$ cat src/rtl/imem_loader_pkg.sv
// Shared types and constants for the instruction-memory boot loader.
package imem_loader_pkg;

    localparam int unsigned HdrW = 16;

    typedef enum logic [2:0] {
        StHdrHi,
        StHdrLo,
        StData,
        StFlush,
        StDone,
        StErr
    } state_e;

endpackage

$ cat src/rtl/imem_loader_if.sv
// Byte-stream input and instruction-memory write port of the boot loader.
interface imem_loader_if #(
    parameter int unsigned ADDR_W = 8
);
    logic              s_valid;
    logic [7:0]        s_data;
    logic              s_ready;
    logic              im_we;
    logic [ADDR_W-1:0] im_addr;
    logic [31:0]       im_wdata;

    // Environment side: drives the byte stream, observes memory writes.
    modport master (
        output s_valid, s_data,
        input  s_ready, im_we, im_addr, im_wdata
    );

    // Loader side.
    modport slave (
        input  s_valid, s_data,
        output s_ready, im_we, im_addr, im_wdata
    );
endinterface

$ cat src/rtl/imem_loader_word_assembler.sv
// Packs four bytes, first byte most significant, into a 32-bit word.
module imem_loader_word_assembler (
    input  logic        clk,
    input  logic        rst_n,
    input  logic        clr,
    input  logic        in_valid,
    input  logic [7:0]  in_data,
    output logic        word_valid,
    output logic [31:0] word
);

    logic [23:0] sh_q;
    logic [1:0]  idx_q;

    // The completed word includes the byte arriving this cycle.
    assign word       = {sh_q, in_data};
    assign word_valid = in_valid && (idx_q == 2'd3);

    always_ff @(posedge clk) begin
        if (!rst_n || clr) begin
            sh_q  <= '0;
            idx_q <= '0;
        end else if (in_valid) begin
            sh_q  <= {sh_q[15:0], in_data};
            idx_q <= idx_q + 2'd1;
        end
    end

endmodule

$ cat src/rtl/imem_loader.sv
// Boot-time loader: header word count, then big-endian words written to
// consecutive instruction-memory addresses; releases the CPU when complete.
module imem_loader
    import imem_loader_pkg::*;
#(
    parameter int unsigned ADDR_W    = 8,
    parameter int unsigned BASE_ADDR = 0
) (
    input  logic            clk,
    input  logic            rst_n,
    imem_loader_if.slave    bus,
    input  logic            load_req,
    output logic            cpu_run,
    output logic            busy,
    output logic            err,
    output logic [ADDR_W:0] words_loaded
);

    localparam logic [31:0]       Capacity = (32'd1 << ADDR_W) - 32'(BASE_ADDR);
    localparam logic [ADDR_W:0]   OneWord  = {{ADDR_W{1'b0}}, 1'b1};

    state_e            state_q;
    logic [HdrW-1:0]   cnt_q;
    logic [ADDR_W:0]   words_q;
    logic              im_we_q;
    logic [ADDR_W-1:0] im_addr_q;
    logic [31:0]       im_wdata_q;
    logic              cpu_run_q;
    logic              err_q;

    logic              s_ready;
    logic              fire;
    logic              word_valid;
    logic [31:0]       word;
    logic [HdrW-1:0]   hdr_n;
    logic              last_word;

    assign s_ready = (state_q == StHdrHi) || (state_q == StHdrLo) ||
                     (state_q == StData)  || (state_q == StErr);
    assign busy    = (state_q == StHdrHi) || (state_q == StHdrLo) ||
                     (state_q == StData)  || (state_q == StFlush);
    assign fire    = bus.s_valid && s_ready;

    assign hdr_n     = {cnt_q[15:8], bus.s_data};
    assign last_word = (32'(words_q) + 32'd1) == 32'(cnt_q);

    assign bus.s_ready  = s_ready;
    assign bus.im_we    = im_we_q;
    assign bus.im_addr  = im_addr_q;
    assign bus.im_wdata = im_wdata_q;
    assign cpu_run      = cpu_run_q;
    assign err          = err_q;
    assign words_loaded = words_q;

    imem_loader_word_assembler u_asm (
        .clk        (clk),
        .rst_n      (rst_n),
        .clr        (state_q != StData),
        .in_valid   (fire && (state_q == StData)),
        .in_data    (bus.s_data),
        .word_valid (word_valid),
        .word       (word)
    );

    always_ff @(posedge clk) begin
        if (!rst_n) begin
            state_q    <= StHdrHi;
            cnt_q      <= '0;
            words_q    <= '0;
            im_we_q    <= 1'b0;
            im_addr_q  <= '0;
            im_wdata_q <= '0;
            cpu_run_q  <= 1'b0;
            err_q      <= 1'b0;
        end else begin
            im_we_q <= 1'b0;
            unique case (state_q)
                StHdrHi: begin
                    if (fire) begin
                        cnt_q[15:8] <= bus.s_data;
                        state_q     <= StHdrLo;
                    end
                end
                StHdrLo: begin
                    if (fire) begin
                        cnt_q <= hdr_n;
                        if (hdr_n == '0) begin
                            state_q   <= StDone;
                            cpu_run_q <= 1'b1;
                        end else if (32'(hdr_n) > Capacity) begin
                            state_q <= StErr;
                            err_q   <= 1'b1;
                        end else begin
                            state_q <= StData;
                        end
                    end
                end
                StData: begin
                    if (word_valid) begin
                        im_we_q    <= 1'b1;
                        im_addr_q  <= ADDR_W'(BASE_ADDR) + words_q[ADDR_W-1:0];
                        im_wdata_q <= word;
                        words_q    <= words_q + OneWord;
                        if (last_word) state_q <= StFlush;
                    end
                end
                StFlush: begin
                    state_q   <= StDone;
                    cpu_run_q <= 1'b1;
                end
                StDone: begin
                    if (load_req) begin
                        state_q   <= StHdrHi;
                        cpu_run_q <= 1'b0;
                        words_q   <= '0;
                        cnt_q     <= '0;
                    end
                end
                StErr: begin
                    // Bytes are swallowed here so the upstream source never stalls.
                    if (load_req) begin
                        state_q <= StHdrHi;
                        err_q   <= 1'b0;
                        words_q <= '0;
                        cnt_q   <= '0;
                    end
                end
                default: state_q <= StHdrHi;
            endcase
        end
    end

endmodule

$ cat src/flat_wrapper.sv
// flat-port wrapper written by rule: the top's interface ports become plain ports
module imem_loader_flat import imem_loader_pkg::*;
#(
    parameter int unsigned ADDR_W    = 8,
    parameter int unsigned BASE_ADDR = 0
)
  (clk, rst_n, load_req, cpu_run, busy, err, words_loaded, bus_s_valid, bus_s_data, bus_s_ready, bus_im_we, bus_im_addr, bus_im_wdata);
  imem_loader_if #(.ADDR_W(ADDR_W)) bus_i ();
  input  logic clk;
  input  logic rst_n;
  input  logic load_req;
  output logic cpu_run;
  output logic busy;
  output logic err;
  output logic [ADDR_W:0] words_loaded;
  input wire logic [$bits(bus_i.s_valid)-1:0] bus_s_valid;
  input wire logic [$bits(bus_i.s_data)-1:0] bus_s_data;
  output wire logic [$bits(bus_i.s_ready)-1:0] bus_s_ready;
  output wire logic [$bits(bus_i.im_we)-1:0] bus_im_we;
  output wire logic [$bits(bus_i.im_addr)-1:0] bus_im_addr;
  output wire logic [$bits(bus_i.im_wdata)-1:0] bus_im_wdata;
  assign bus_i.s_valid = bus_s_valid;
  assign bus_i.s_data = bus_s_data;
  assign bus_s_ready = bus_i.s_ready;
  assign bus_im_we = bus_i.im_we;
  assign bus_im_addr = bus_i.im_addr;
  assign bus_im_wdata = bus_i.im_wdata;
  imem_loader #(.ADDR_W(ADDR_W), .BASE_ADDR(BASE_ADDR)) u_core (.clk(clk), .rst_n(rst_n), .bus(bus_i), .load_req(load_req), .cpu_run(cpu_run), .busy(busy), .err(err), .words_loaded(words_loaded));
endmodule
$ cat config.mk
export PLATFORM = sky130hd
export DESIGN_NAME = imem_loader_flat
export DESIGN_NICKNAME = d
export VERILOG_FILES = /design/src/rtl/imem_loader_pkg.sv /design/src/rtl/imem_loader_if.sv /design/src/rtl/imem_loader_word_assembler.sv /design/src/rtl/imem_loader.sv /design/src/flat_wrapper.sv
export SDC_FILE = /design/constraint.sdc
export NUM_CORES = 1
export LEC_CHECK = 0
export CAP_MARGIN = 20
export CORE_MARGIN = 5
export CORE_UTILIZATION = 55
export CTS_BUF_LIST = sky130_fd_sc_hd__clkbuf_4 sky130_fd_sc_hd__clkbuf_8
export DETAILED_ROUTE_END_ITERATION = 6
export PLACE_DENSITY = 0.86
export SETUP_SLACK_MARGIN = 0.5
export SLEW_MARGIN = 0
export SYNTH_ARGS = -nofsm -noshare
export SYNTH_HDL_FRONTEND = slang
export SYNTH_SLANG_ARGS = --single-unit
$ cat constraint.sdc
create_clock -name clk -period 3.7 [get_ports clk]
set_input_delay 0.74 -clock clk [delete_from_list [all_inputs] [get_ports clk]]
set_output_delay 0.74 -clock clk [all_outputs]
set_load 0.005 [all_outputs]
==> run metrics <==
Largest stage delay, worst path=560 ps; fin crit share=68.13%; Rows=31; Post-synth ARST share=0%; total of max-cap violations=0; Final Max Tran Viols=0; diode count=0; Num CTS Buffers=9; crit path max fanout=47; Final #Nets=534; Total GRT Usage=22.64%; Achievable Freq=396.7 MHz; DRC=0; Yosys top cell area share=48.55%; CP delay by family, top=buffers and inverters; count of different cell masters after synthesis=44; Die Y=95.28 um; Critical Path AT=2770 ps; FF-to-FF setup slack=1440 ps; insertion delay to the later sink of the worst-skew pair=360 ps; Startpoint Class=primary input; IO Port Bufs=65; Worst Tran Pin Value=996.2 ps; drt pass-1 iters=5; minimum clock period=2521 ps; vias per cell=5.543; chip width=95.28 um; critical path's slowest cell=clkdlybuf4s50_1; Post-DP HPWL=6.810 mm; Worst Path Required=3950 ps; gpl congestion=0.8497; Ports=66; worst-case clock buffer depth=2; Reg clk slew, reported paths=90 ps; Critical Path Most Common Cell=a21oi_1; area of the multi-input gates=0.001918 mm2; area post-placement=0.004698 mm2; Sum Neg Setup Slack=0 ps; layout cells sized above 1=5.714%; commonest non-fill, non-tap cell in the layout=dfxtp_1; Synth Cell Area=0.004000 mm2; most frequent cells in the layout=dfxtp_1 (97), nand2_1 (92), clkdlybuf4s50_1 (65); CTS tree=yes; Core Box Area=0.007176 mm2; leakage power=1.731 nW; Setup Buffers After CTS=0; Max VDD drop=0.2864 mV; pwr/cell area=426.3 mW/mm2; WP buf/inv=2; top post-synthesis cells by area=dfxtp_1 (49%), mux2i_1 (11%), nand2_1 (8.6%), a21oi_1 (6.4%), nor2_1 (5.0%); Root Driver=clkbuf_8; post-DR wirelength/cell=15.52 um; critical path capture point type=register; Final Core Density=68.60%; H-Tree Depth=3; worst hold path type=register to register; Hold Buf Count CTS=0; largest area contributor in the netlist=dfxtp_1; first-pass GRT wire length=16.39 mm; initial antenna violation count=0; post-cts repair resize count=0; Mapped Cells=466; Syn Nets=480; remaining antenna violation count=0; register area share after synthesis=48.55%; # setup viols final=0; Hold Violations, Final=0; initial core utilization=55.75%; die footprint=0.009078 mm2; number of enable flip-flop cells after synthesis=0; Rel. slew slack=33.40%; fill count=563; vias in the first global route=3,427; CP Cell Sequence=clkdlybuf4s50_1, nor2b_1, and3_1, buf_4, a21oi_1, o21ai_0, a21oi_1; status=complete, no violations; Mean Syn Cell Area=8.584 um2; largest net degree at the start of global routing=48; Crit Path Class=primary input to register; Initial DRC Count=262; total number of vias=3,459; Yosys Warn Count=0; Main synth FF type=dfxtp_1; Setup Skew=7.726 ps; RSZ-0062 raised after global routing=false; final instance area=0.004922 mm2; post-synthesis register bit count=97; grt ovf=0; Syn-to-layout area delta=23.05%; Reg area=0.001942 mm2; final WL=9.685 mm; Sink Count=97
## Yosys cell counts (2+ instances only)
| cell | number |
|---|---|
| o21ai_0 | 10 |
| ha_1 | 2 |
| or4_1 | 3 |
| xnor2_1 | 12 |
| and2_1 | 11 |
| nor2_1 | 53 |
| a21boi_0 | 2 |
| nand4_1 | 5 |
| mux2i_1 | 42 |
| buf_2 | 10 |
| xor2_1 | 2 |
| buf_1 | 3 |
| a21oi_1 | 51 |
| o21a_1 | 2 |
| inv_1 | 5 |
| a21oi_2 | 2 |
| nor4_1 | 2 |
| a31oi_1 | 2 |
| nor2b_1 | 4 |
| and3b_1 | 2 |
| nand2_1 | 92 |
| clkbuf_1 | 14 |
| o31ai_1 | 2 |
| and3_1 | 2 |
| dfxtp_1 | 97 |
| nand3_1 | 9 |
| or3_1 | 5 |
| nor3_1 | 4 |
## registers in the layout, indices dropped and copies added (netlist names)
name and cells:
u_core.state_q 3, u_core.cnt_q 16, u_core.err 1, u_core.u_asm.idx_q 2, u_core.u_asm.sh_q 24, u_core.bus.im_addr 8, u_core.bus.im_wdata 32, u_core.cpu_run 1
u_core.bus.im_we 1, u_core.words_loaded 9
## kinds of logic (layout without fill, tap and decap cells)
group           count (synthesis)  in the layout  synth area share [%]
compound gates                 80             80                 11.73
xor+xnor                       14             14                 3.065
fa+ha+maj                       2              2                0.6255
mux                            43             43                 10.79
buf+inv                        33             92                 3.503
flops                          97             97                 48.55
simple gates                  197            197                 21.74
## power breakdown
part / switching [mW] / leakage [nW] / total (mW) / internal [mW]
registers: 0.0305 / 0.783 / 1.10 / 1.07
logic: 0.123 / 0.833 / 0.226 / 0.103
clock network: 0.384 / 0.115 / 0.772 / 0.388
total: 0.537 / 1.73 / 2.10 / 1.56
## through the flow
| step | total power [mW] | cells | setup slack, ps | hold slack (ps) |
|---|---|---|---|---|
| detailed placement | 1.347 | 608 | 848.1 | 447.0 |
| CTS | 2.107 | 624 | 1237 | 460.3 |
| finish | 2.099 | 624 | 1179 | 458.2 |
| floorplan | 1.282 | 466 | 1602 | 431.2 |
| global route | 2.179 | 624 | 973.5 | 484.0 |
| global placement | 1.338 | 608 | 960.1 | 441.9 |
## path summary, 6_finish.rpt
kind                                                     startpoint                                   to  depth (start not counted)
worst max-delay path                                    bus_s_valid  u_core.words_loaded[2]$_SDFFE_PN0P_                          7
worst min-delay path            u_core.bus.im_wdata[6]$_SDFFE_PN0P_  u_core.bus.im_wdata[6]$_SDFFE_PN0P_                          2
worst max register to register       u_core.state_q[1]$_SDFFE_PN0P_  u_core.words_loaded[2]$_SDFFE_PN0P_                          6
worst min register to register  u_core.bus.im_wdata[6]$_SDFFE_PN0P_  u_core.bus.im_wdata[6]$_SDFFE_PN0P_                          2
## worst min-delay path, delay by kind of cell, from the launching register on
| family | cells | cell delay [ps] |
|---|---|---|
| AOI/OAI and AO/OA | 1 | 50 |
| and+or+nand+nor | 1 | 50 |
| DFF | 1 | 320 |
## layer usage
layer  vias up  GRT usage [%]  share of wire [%]
met4         0          9.135                2.2
met3        23          4.972                6.2
met2       144          38.08                 50
met5         -              0                  0
met1      1610          28.08                 42
li1       1682              -                  -
## cell type report
class,count,area share [%]
flip-flops and latches,97,39.45
clock buffers,9,2.517
well taps,99,2.517
repair buffers,71,14.13
multi-input cells,336,38.97
inverters,5,0.3813
clock inverters,7,2.034
Power figures use the tool's default switching activity.
